## src/rtl/axis_pulse_pkg.sv

```systemverilog
// Shared state encoding, framing constants and helpers for the pulse-key sequencer.
package axis_pulse_pkg;

  typedef enum logic [1:0] {
    ST_IDLE  = 2'd0,
    ST_ARMED = 2'd1,
    ST_HIGH  = 2'd2,
    ST_GUARD = 2'd3
  } pulse_state_t;

  // One UART frame of misc data: 54 bits at 63 beats per bit; smallest safe cfg_guard.
  localparam int unsigned UART_FRAME_BEATS = 54 * 63;
  localparam int unsigned REFLECT_BEATS    = 40;

  function automatic logic [15:0] sat_add16(input logic [15:0] value, input logic [1:0] inc);
    logic [16:0] sum;
    sum = {1'b0, value} + {15'd0, inc};
    return sum[16] ? 16'hFFFF : sum[15:0];
  endfunction

endpackage

```

## src/rtl/axis_pulse_timer.sv

```systemverilog
// Beat-gated period counter: counts 0..period-1 on beats and ticks on the wrap beat.
import axis_pulse_pkg::*;

module axis_pulse_timer #(
  parameter int CNTR_WIDTH = 32
) (
  input  logic                  aclk,
  input  logic                  aresetn,
  input  logic                  run,
  input  logic                  beat,
  input  logic [CNTR_WIDTH-1:0] cfg_period,
  output logic                  tick
);

  localparam logic [CNTR_WIDTH-1:0] ONE = {{(CNTR_WIDTH-1){1'b0}}, 1'b1};

  logic [CNTR_WIDTH-1:0] count;
  logic [CNTR_WIDTH-1:0] period_q;
  logic                  at_wrap;

  assign at_wrap = (period_q != '0) && (count == period_q - ONE);
  assign tick    = run & beat & at_wrap;

  // A zero period keeps reloading so a later non-zero value takes effect at once.
  always_ff @(posedge aclk) begin
    if (!aresetn) begin
      count    <= '0;
      period_q <= '0;
    end else if (!run || (period_q == '0)) begin
      count    <= '0;
      period_q <= cfg_period;
    end else if (beat) begin
      if (at_wrap) begin
        count    <= '0;
        period_q <= cfg_period;
      end else begin
        count <= count + ONE;
      end
    end
  end

endmodule

```

## src/rtl/axis_pulse_sequencer.sv

```systemverilog
// Inserts the pulse-key bit into the stream MSB, merging periodic and software
// pulse requests and enforcing a start-to-start lockout between pulses.
import axis_pulse_pkg::*;

module axis_pulse_sequencer #(
  parameter int AXIS_TDATA_WIDTH = 40,
  parameter int CNTR_WIDTH       = 32
) (
  input  logic                        aclk,
  input  logic                        aresetn,
  input  logic                        cfg_enable,
  input  logic [CNTR_WIDTH-1:0]       cfg_period,
  input  logic [CNTR_WIDTH-1:0]       cfg_width,
  input  logic [CNTR_WIDTH-1:0]       cfg_guard,
  input  logic                        sw_trig,
  output logic [31:0]                 pulse_count,
  output logic [15:0]                 dropped_count,
  output logic                        busy,
  output logic                        s_axis_tready,
  input  logic [AXIS_TDATA_WIDTH-1:0] s_axis_tdata,
  input  logic                        s_axis_tvalid,
  input  logic                        m_axis_tready,
  output logic [AXIS_TDATA_WIDTH-1:0] m_axis_tdata,
  output logic                        m_axis_tvalid
);

  localparam logic [CNTR_WIDTH-1:0] ONE   = {{(CNTR_WIDTH-1){1'b0}}, 1'b1};
  localparam logic [CNTR_WIDTH:0]   ONE_X = {{CNTR_WIDTH{1'b0}}, 1'b1};
  localparam logic [CNTR_WIDTH:0]   TWO_X = {{(CNTR_WIDTH-1){1'b0}}, 2'b10};

  pulse_state_t          state, state_next;
  logic                  key_reg, key_next;
  logic                  pending, pending_next;
  logic [CNTR_WIDTH-1:0] lock_cnt, lock_cnt_next;
  logic [CNTR_WIDTH-1:0] width_eff, width_eff_next;
  logic [CNTR_WIDTH:0]   guard_eff, guard_eff_next;
  logic [31:0]           pulse_count_next;
  logic [15:0]           dropped_count_next;

  logic                  beat;
  logic                  tick;
  logic                  request;
  logic                  consume;
  logic                  drop_tick;
  logic                  drop_sw;
  logic [CNTR_WIDTH-1:0] lock_inc;
  logic [CNTR_WIDTH-1:0] width_sel;
  logic [CNTR_WIDTH:0]   width_plus;
  logic [CNTR_WIDTH:0]   guard_sel;
  logic [CNTR_WIDTH:0]   guard_last;
  logic                  unused_tdata_msb;

  assign s_axis_tready    = m_axis_tready;
  assign m_axis_tvalid    = s_axis_tvalid;
  assign m_axis_tdata     = {key_reg, s_axis_tdata[AXIS_TDATA_WIDTH-2:0]};
  assign unused_tdata_msb = s_axis_tdata[AXIS_TDATA_WIDTH-1];

  assign beat    = s_axis_tvalid & m_axis_tready;
  assign request = tick | pending;
  assign busy    = (state == ST_HIGH) || (state == ST_GUARD);

  // Guard is one bit wider so width+1 cannot wrap for an all-ones width.
  assign lock_inc   = lock_cnt + ONE;
  assign width_sel  = (cfg_width == '0) ? ONE : cfg_width;
  assign width_plus = {1'b0, width_sel} + ONE_X;
  assign guard_sel  = ({1'b0, cfg_guard} > width_plus) ? {1'b0, cfg_guard} : width_plus;
  assign guard_last = guard_eff - ONE_X;

  axis_pulse_timer #(
    .CNTR_WIDTH (CNTR_WIDTH)
  ) u_timer (
    .aclk       (aclk),
    .aresetn    (aresetn),
    .run        (state != ST_IDLE),
    .beat       (beat),
    .cfg_period (cfg_period),
    .tick       (tick)
  );

  always_ff @(posedge aclk) begin
    if (!aresetn) begin
      state         <= ST_IDLE;
      key_reg       <= 1'b0;
      pending       <= 1'b0;
      lock_cnt      <= '0;
      width_eff     <= ONE;
      guard_eff     <= TWO_X;
      pulse_count   <= '0;
      dropped_count <= '0;
    end else begin
      state         <= state_next;
      key_reg       <= key_next;
      pending       <= pending_next;
      lock_cnt      <= lock_cnt_next;
      width_eff     <= width_eff_next;
      guard_eff     <= guard_eff_next;
      pulse_count   <= pulse_count_next;
      dropped_count <= dropped_count_next;
    end
  end

  // The lockout counter holds beats since the accepted request; leaving on
  // guard_eff-1 makes the guard_eff-th beat after a request the next ARMED beat.
  always_comb begin
    state_next       = state;
    key_next         = key_reg;
    pending_next     = pending;
    lock_cnt_next    = lock_cnt;
    width_eff_next   = width_eff;
    guard_eff_next   = guard_eff;
    pulse_count_next = pulse_count;
    consume          = 1'b0;
    drop_tick        = 1'b0;
    drop_sw          = 1'b0;

    if ((state != ST_IDLE) && !cfg_enable) begin
      state_next   = ST_IDLE;
      key_next     = 1'b0;
      pending_next = 1'b0;
    end else begin
      unique case (state)
        ST_IDLE: begin
          key_next      = 1'b0;
          pending_next  = 1'b0;
          lock_cnt_next = '0;
          if (cfg_enable) begin
            state_next = ST_ARMED;
          end
        end
        ST_ARMED: begin
          if (beat && request) begin
            state_next       = ST_HIGH;
            key_next         = 1'b1;
            pulse_count_next = pulse_count + 32'd1;
            lock_cnt_next    = '0;
            width_eff_next   = width_sel;
            guard_eff_next   = guard_sel;
            consume          = 1'b1;
          end
        end
        ST_HIGH: begin
          if (beat) begin
            lock_cnt_next = lock_inc;
            drop_tick     = tick;
            if (lock_inc == width_eff) begin
              key_next   = 1'b0;
              state_next = ({1'b0, lock_inc} >= guard_last) ? ST_ARMED : ST_GUARD;
            end
          end
        end
        ST_GUARD: begin
          if (beat) begin
            lock_cnt_next = lock_inc;
            drop_tick     = tick;
            if ({1'b0, lock_inc} >= guard_last) begin
              state_next = ST_ARMED;
            end
          end
        end
        default: begin
          state_next = ST_IDLE;
          key_next   = 1'b0;
        end
      endcase

      // A trigger in the same clock as a consumed request re-arms the flag.
      if (state != ST_IDLE) begin
        if (consume) begin
          pending_next = 1'b0;
        end
        if (sw_trig) begin
          if (pending && !consume) begin
            drop_sw = 1'b1;
          end else begin
            pending_next = 1'b1;
          end
        end
      end
    end

    dropped_count_next = sat_add16(dropped_count, {1'b0, drop_tick} + {1'b0, drop_sw});
  end

endmodule

```

## config.mk

```make
export PLATFORM = sky130hd
export DESIGN_NAME = axis_pulse_sequencer
export DESIGN_NICKNAME = d
export VERILOG_FILES = /design/src/rtl/axis_pulse_pkg.sv /design/src/rtl/axis_pulse_timer.sv /design/src/rtl/axis_pulse_sequencer.sv
export SDC_FILE = /design/constraint.sdc
export NUM_CORES = 1
export LEC_CHECK = 0
export BUFFER_PORTS_ARGS = -buffer_cell sky130_fd_sc_hd__buf_2
export CAP_MARGIN = 40
export CORE_MARGIN = 4
export CORE_UTILIZATION = 30
export CTS_BUF_LIST = sky130_fd_sc_hd__clkbuf_16
export CTS_CLUSTER_SIZE = 8
export DETAILED_ROUTE_END_ITERATION = 12
export GPL_TIMING_DRIVEN = 1
export HOLD_SLACK_MARGIN = 0.12
export PLACE_DENSITY_LB_ADDON = 0.05
export SLEW_MARGIN = 40
export SYNTH_ARGS = -nofsm -noshare
export SYNTH_HDL_FRONTEND = slang
export SYNTH_HIERARCHICAL = 1
export SYNTH_SLANG_ARGS = --single-unit
```

## constraint.sdc

```tcl
create_clock -name aclk -period 4.75 [get_ports aclk]
set_clock_uncertainty 0.1 [all_clocks]
set_input_delay 0.95 -clock aclk [delete_from_list [all_inputs] [get_ports aclk]]
set_output_delay 0.95 -clock aclk [all_outputs]
set_load 0.02 [all_outputs]
```

=== Word level (Yosys, flattened, before mapping) ===
Index checks and enable logic that the tools add are counted.

* Flip-flop bits (word level): 213
* Word-level logic and storage cells: 100

* $add $sub $neg: 8
* Magnitude comparators: 2
* Equal/unequal tests: 12
* Muxes and demuxes: 37
* Bitwise gates (word level): 6
* Reductions and logical operators: 25

{| class="wikitable"
|+ Operators by type and width
! kind !! count
|-
| 2-to-1 mux 32 bit || 7
|-
| adder 32 x 1 -> 32 bit (second input constant) || 3
|-
| one-hot mux 32 bit (3 select lines) || 1
|-
| == test 32 bit || 2
|-
| logical NOT 32 bit || 2
|-
| adder 32 x 1 -> 33 bit (second input constant) || 1
|-
| greater-or-equal comparator 32 x 33 -> 1 bit || 1
|-
| greater-than comparator 32 x 33 -> 1 bit || 1
|-
| 2-to-1 mux 33 bit || 1
|-
| subtractor 33 x 1 -> 33 bit (second input constant) || 1
|-
| nonzero test 32 bit || 1
|-
| subtractor 32 x 1 -> 32 bit (second input constant) || 1
|-
| 2-to-1 mux 1 bit || 18
|-
| adder 16 x 2 -> 17 bit || 1
|-
| 2-to-1 mux 16 bit || 1
|-
| 2-to-1 mux 2 bit || 7
|-
| inequality test 2 bit (second input constant) || 4
|-
| one-hot mux 2 bit (4 select lines) || 1
|-
| inequality test 2 x 1 -> 1 bit (second input constant) || 3
|-
| AND reduction 3 bit || 2
|-
| AND reduction 6 bit || 1
|-
| nonzero test 2 bit || 3
|-
| OR reduction 2 bit || 3
|-
| == test 2 bit (second input constant) || 2
|-
| other kinds (13) || 22
|}

=== Longest topological paths before layout ===
* Word-level depth: 18
* Gate-level depth with buffers: 25
* Mapped depth without buffers: 21

=== Cells and area by module ===
Netlist, hierarchy kept.

{| class="wikitable"
|+ Modules (own cells, without submodules)
! module !! times used !! cells each !! area each (µm²) !! sequential area each (µm²)
|-
| axis_pulse_sequencer || 1 || 1397 || 10918.0 || 2982.9
|-
| axis_pulse_timer || 1 || 475 || 3743.6 || 1281.2
|}

=== Worst setup path before layout ===
OpenSTA, ideal clock, no wires.

* Path kind: input -> register
* Start point: input cfg_width[27]
* End point: register guard_eff[26]
* Setup time: 0.106 ns
* Data arrival time: 4.860 ns
* Path slack: -0.316 ns
* Stages: 23
* Path buffers: 4
* Cells stage by stage: clkbuf_1 -> nor4_1 -> nand4_1 -> nor2_1 -> nor2_1 -> inv_1 -> ha_1 -> and3_1 -> nor2b_1 -> and3_1 -> clkbuf_1 -> nand3_1 -> xor2_1 -> ha_1 -> nand4_1 -> nor4_1 -> o31ai_1 -> a221oi_1 -> o21a_1 -> clkbuf_1 -> clkbuf_1 -> nand4_1 -> o311ai_0

* Word-level cells in the longest chain between the ends: 5

{| class="wikitable"
|+ Ends and longest elaborated chain
! what !! RTL line !! text
|-
| from (decl) || axis_pulse_sequencer.sv:13 || <nowiki>input logic [CNTR_WIDTH-1:0] cfg_width,</nowiki>
|-
| logical NOT 32 bit (*) || axis_pulse_sequencer.sv:64 || <nowiki>assign width_sel = (cfg_width == '0) ? ONE : cfg_width;</nowiki>
|-
| 2-to-1 mux 32 bit (*) || axis_pulse_sequencer.sv:64 ||
|-
| via width_sel[0] || axis_pulse_sequencer.sv:47 || <nowiki>logic [CNTR_WIDTH-1:0] width_sel;</nowiki>
|-
| adder 32 x 1 -> 33 bit (*) || axis_pulse_sequencer.sv:65 || <nowiki>assign width_plus = {1'b0, width_sel} + ONE_X;</nowiki>
|-
| greater-than comparator 32 x 33 -> 1 bit || axis_pulse_sequencer.sv:66 || <nowiki>assign guard_sel = ({1'b0, cfg_guard} > width_plus) ? {1'b0, cfg_guard} : width_plus;</nowiki>
|-
| 2-to-1 mux 33 bit (*) || axis_pulse_sequencer.sv:66 ||
|-
| to (signal assigned) || axis_pulse_sequencer.sv:96 || <nowiki>guard_eff <= guard_eff_next;</nowiki>
|-
| to (decl) || axis_pulse_sequencer.sv:36 || <nowiki>logic [CNTR_WIDTH:0] guard_eff, guard_eff_next;</nowiki>
|}

Mark *: on every way through the listed nets, which the timed path passes. The rest lies on a longest branch.
A chain may end at the register's enable or synchronous reset.

=== Worst setup path after layout ===
* Start point: register u_timer.period_q[7]
* End point: register dropped_count[14]

* Word-level cells in the longest chain between the ends: 18
* Elaborated cells between the ends (all ways): 22
* Those cells by class: add/sub: 3; eq/ne: 1; mux: 11; bitwise: 2; reduce/logical: 5

{| class="wikitable"
|+ Ends and longest elaborated chain
! what !! RTL line !! text
|-
| from (decl) || axis_pulse_timer.sv:18 || <nowiki>logic [CNTR_WIDTH-1:0] period_q;</nowiki>
|-
| from (signal assigned) || axis_pulse_timer.sv:31 || <nowiki>period_q <= cfg_period;</nowiki>
|-
| from (signal assigned) || axis_pulse_timer.sv:35 || <nowiki>period_q <= cfg_period;</nowiki>
|-
| subtractor 32 x 1 -> 32 bit || axis_pulse_timer.sv:21 || <nowiki>assign at_wrap = (period_q != '0) && (count == period_q - ONE);</nowiki>
|-
| == test 32 bit || axis_pulse_timer.sv:21 ||
|-
| logical AND 1 bit (*) || axis_pulse_timer.sv:21 ||
|-
| AND 1 bit (*) || axis_pulse_timer.sv:22 || <nowiki>assign tick = run & beat & at_wrap;</nowiki>
|-
| via tick || axis_pulse_sequencer.sv:41 || <nowiki>logic tick;</nowiki>
|-
| bitwise OR 1 bit || axis_pulse_sequencer.sv:59 || <nowiki>assign request = tick | pending;</nowiki>
|-
| logical AND 1 bit || axis_pulse_sequencer.sv:131 || <nowiki>if (beat && request) begin</nowiki>
|-
| 2-to-1 mux 1 bit || axis_pulse_sequencer.sv:131 ||
|-
| [... 3 more ...] || - ||
|-
| logical AND 1 bit || axis_pulse_sequencer.sv:172 || <nowiki>if (pending && !consume) begin</nowiki>
|-
| 2-to-1 mux 1 bit || axis_pulse_sequencer.sv:172 ||
|-
| 2-to-1 mux 1 bit || axis_pulse_sequencer.sv:171 || <nowiki>if (sw_trig) begin</nowiki>
|-
| 2-to-1 mux 1 bit || axis_pulse_sequencer.sv:167 || <nowiki>if (state != ST_IDLE) begin</nowiki>
|-
| 2-to-1 mux 1 bit || axis_pulse_sequencer.sv:116 || <nowiki>if ((state != ST_IDLE) && !cfg_enable) begin</nowiki>
|-
| adder 1 x 1 -> 2 bit (*) || axis_pulse_sequencer.sv:181 || <nowiki>dropped_count_next = sat_add16(dropped_count, {1'b0, drop_tick} + {1'b0, drop_sw});</nowiki>
|-
| adder 16 x 2 -> 17 bit (*) || axis_pulse_pkg.sv:17 || <nowiki>sum = {1'b0, value} + {15'd0, inc};</nowiki>
|-
| 2-to-1 mux 16 bit (*) || axis_pulse_pkg.sv:18 || <nowiki>return sum[16] ? 16'hFFFF : sum[15:0];</nowiki>
|-
| to (signal assigned) || axis_pulse_sequencer.sv:98 || <nowiki>dropped_count <= dropped_count_next;</nowiki>
|-
| to (decl) || axis_pulse_sequencer.sv:17 || <nowiki>output logic [15:0] dropped_count,</nowiki>
|}

Mark *: on every way through the listed nets, which the timed path passes. The rest lies on a longest branch. The select of a mux whose other input is x is not followed.

==> results.json <==
{
  "critPathRequiredTime_ps": 5110,
  "muxShareOfSynthArea": 0.006315,
  "fill_cells": 5022,
  "fin_nets": 2353,
  "rows": 80,
  "finalMaxSlewViolations": 0,
  "hold_path_class": "reg -> reg",
  "rrSetupSlack_ps": 10,
  "holdPathEnd": "width_eff[25]",
  "syn_area_per_cell_um2": 7.832,
  "die_h_um": 229.1,
  "fin_area_um2": 18720,
  "dr.pass1.iters": 5,
  "netlist_area_um2": 14660,
  "synth_fp_nets": 2092,
  "io_pins": 233,
  "startpoint_type": "register",
  "synth_warnings": 6,
  "wl_per_cell_um": 19.13,
  "clk_path_buf_depth": 3,
  "hpwl_mm": 39.81,
  "r2r_start": "u_timer/period_q[7]",
  "yosysMostFrequentCell": "dfxtp_1",
  "ys_top_cells_by_count": "213 x dfxtp_1, 197 x nand2_1, 173 x nor2_1, 147 x nand3_1, 116 x xor2_1",
  "critPathArrivalTime_ps": 5100,
  "die_area_um2": 52470,
  "max_slew_margin": 0.4612,
  "timing.fmax_ghz": 0.2110,
  "drt_iter0_markers": 651,
  "finalCritPeriodShare": 0.9979,
  "cts_sinks": 213,
  "synth.distinct_cells": 90,
  "synth_edf_count": 0,
  "netlist.area_leader.share": 0.2908,
  "maxCapViolCount": 0,
  "antenna_found_initial": 1,
  "place_area_um2": 17000,
  "r2r_end": "dropped_count[14]",
  "hold_slack_ps": 357.1,
  "die_width_um": 229.1,
  "min_period_ps": 4740,
  "worst_slew_pin_slew_ps": 808.2,
  "ys_ff_latch": 213,
  "fin_util": 0.3895,
  "synth_adder_area_share": 0.06708,
  "dr_total_vias": 14220,
  "cts_hold_buffers": 0,
  "cts_tree": "yes",
  "final_antenna_net_count": 0,
  "post-route-worst-setup-slack_ps": 9.998,
  "ys_seq_area_frac": 0.2908,
  "synthTopCellsByArea": "dfxtp_1 29%, xor2_1 6.9%, ha_1 6.6%",
  "finalSetupViolCount": 0,
  "cts_buffers": 31,
  "yosysTopAreaCell": "dfxtp_1",
  "worstSetupPathType": "reg -> reg",
  "synthArstFlopShare": 0,
  "path_max_fanout": 3,
  "start_util": 0.3052,
  "worstSetupEndpointType": "register",
  "hold_violations": 0,
  "status": "completed",
  "yosys.area_share.xor_xnor": 0.1328,
  "clkTransAtPathRegs_ps": 50,
  "grt_overflow": 0,
  "antennaDiodeCount": 0,
  "portBuffers": 153,
  "multiInputGateArea_um2": 9990,
  "final_cells": 2754,
  "largest_register_ffs": 33,
  "clock_latency_ps": 600,
  "place.gp.congestion": 0.8627,
  "hold_path_startpoint": "width_eff[25]",
  "r2r.worst_path.cells": 19,
  "grt_pass1_vias": 14140,
  "synth-compound-area-share": 0.1387,
  "synthCells": 1872,
  "cts_root_buf": "clkbuf_16",
  "synth-main-ff-cell": "dfxtp_1",
  "coreArea_um2": 48050,
  "p_leak_nw": 7.596,
  "dp_slack_ps": -685.4,
  "pwr_density_cell_nw_per_um2": 293.6,
  "holdPathStages": 2,
  "synth_top_family_by_area": "simple AND/OR/NAND/NOR gates",
  "syn2layout_area_growth_pct": 27.65,
  "vias_per_cell": 5.162,
  "synthSimpleGateAreaFrac": 0.2948,
  "grt_max_degree": 78,
  "wirelength_mm": 52.68,
  "grt_pass1_wl_mm": 80.76,
  "top_register": "guard_eff",
  "grt_usage": 0.1905,
  "vdd_drop_max_v": 0.0002879,
  "drc": 0,
  "drive_gt1_frac": 0.2496,
  "cts_max_level": 1,
  "register_area_um2": 4265,
  "grt_setup_unrepaired": "yes",
  "dpl.cell_count": 2691
}
metrics by stage:
step | TNS, ps | power, mW
6_report | 0 | 5.496
2_1_floorplan | 0 | 2.907
4_1_cts | -249.7 | 5.505
3_5_place_dp | -22860 | 3.430
3_3_place_gp | -21700 | 3.422
5_1_grt | -5340 | 5.811
logic make-up after synthesis:
family | after synthesis
simple gates | 836
compound gates | 324
fa+ha+maj | 78
flops | 213
xor+xnor | 219
mux | 9
buf+inv | 193
area by class of cell:
cell class	count	share of cell area
well taps	615	0.04112
inverters	44	0.008958
multi-input cells	1466	0.5338
flip-flops and latches	213	0.2279
repair buffers	377	0.1443
clock inverters	8	0.002540
clock buffers	31	0.04145
routing by layer:
metal / share of wire / global-route usage
met1: 0.44 / 0.2396
met2: 0.48 / 0.3304
met3: 0.041 / 0.03405
met4: 0.034 / 0.06143
met5: 0.00025 / 0
cell usage in the layout, fill, tap and decap left out, types with 6 or more instances in the layout:
| master | Yosys | layout |
|---|---|---|
| a211oi_1 | 7 | 7 |
| a21o_1 | 25 | 25 |
| a21oi_1 | 115 | 111 |
| a31oi_1 | 9 | 9 |
| and2_1 | 8 | 8 |
| and3_1 | 30 | 22 |
| and3_4 | 0 | 8 |
| and4_1 | 16 | 16 |
| buf_2 | 15 | 145 |
| buf_4 | 51 | 204 |
| buf_6 | 11 | 14 |
| clkbuf_16 | 0 | 36 |
| dfxtp_1 | 213 | 212 |
| ha_1 | 77 | 75 |
| inv_1 | 44 | 46 |
| mux2i_1 | 7 | 7 |
| nand2_1 | 197 | 194 |
| nand2b_1 | 17 | 16 |
| nand3_1 | 147 | 136 |
| nand3_2 | 1 | 9 |
| nand3b_1 | 7 | 7 |
| nand4_1 | 79 | 79 |
| nor2_1 | 173 | 168 |
| nor2b_1 | 13 | 12 |
| nor3_1 | 35 | 31 |
| nor4_1 | 33 | 18 |
| nor4_2 | 5 | 15 |
| nor4_4 | 2 | 7 |
| o211ai_1 | 6 | 6 |
| o21ai_0 | 47 | 45 |
| o21ai_1 | 32 | 34 |
| o311ai_1 | 0 | 17 |
| o311ai_2 | 0 | 11 |
| or3_1 | 24 | 21 |
| or4_1 | 13 | 9 |
| xnor2_1 | 101 | 100 |
| xor2_1 | 116 | 111 |
worst max path at each step:
stage	slack, ps	end	startpoint
final	10	dropped_count[14]	u_timer/period_q[7]
after global placement	-660	guard_eff[2]	cfg_width[16]
after CTS	-50	dropped_count[14]	u_timer/period_q[0]
after floorplan	2	dropped_count[15]	u_timer/period_q[2]
after detailed placement	-690	guard_eff[10]	cfg_width[24]
after global routing	-200	dropped_count[14]	u_timer/period_q[7]
power by group:
part | switching, mW | total (mW) | leakage (nW) | internal, mW
clock network | 0.860 | 2.00 | 0.420 | 1.14
logic | 0.861 | 1.55 | 5.45 | 0.691
registers | 0.0686 | 1.94 | 1.72 | 1.87
worst max-delay path, stage by stage (launching register included):
cell	delay [ps]
dfxtp_1	300
or4_4	550
nor4b_4	370
nand4_1	170
xnor2_1	150
or4_1	520
a211o_1	310
nor2_4	190
and3_4	210
nand3_2	70
fa_2	360
inv_2	80
ha_4	120
and3_4	180
and3_4	180
and2_4	160
nand2b_4	60
or4_4	400
o21ai_1	80
nor2_1	40
timing repair:
| action | 4_1_cts | 5_1_grt |
|---|---|---|
| resized for setup | 5 | 144 |
| endpoints found under the setup margin | 49 | 75 |
| pin swaps | 5 | 80 |
| cloned | 0 | 6 |
| setup buffers | 1 | 18 |
Note: power is estimated with default switching activity, not from simulation.
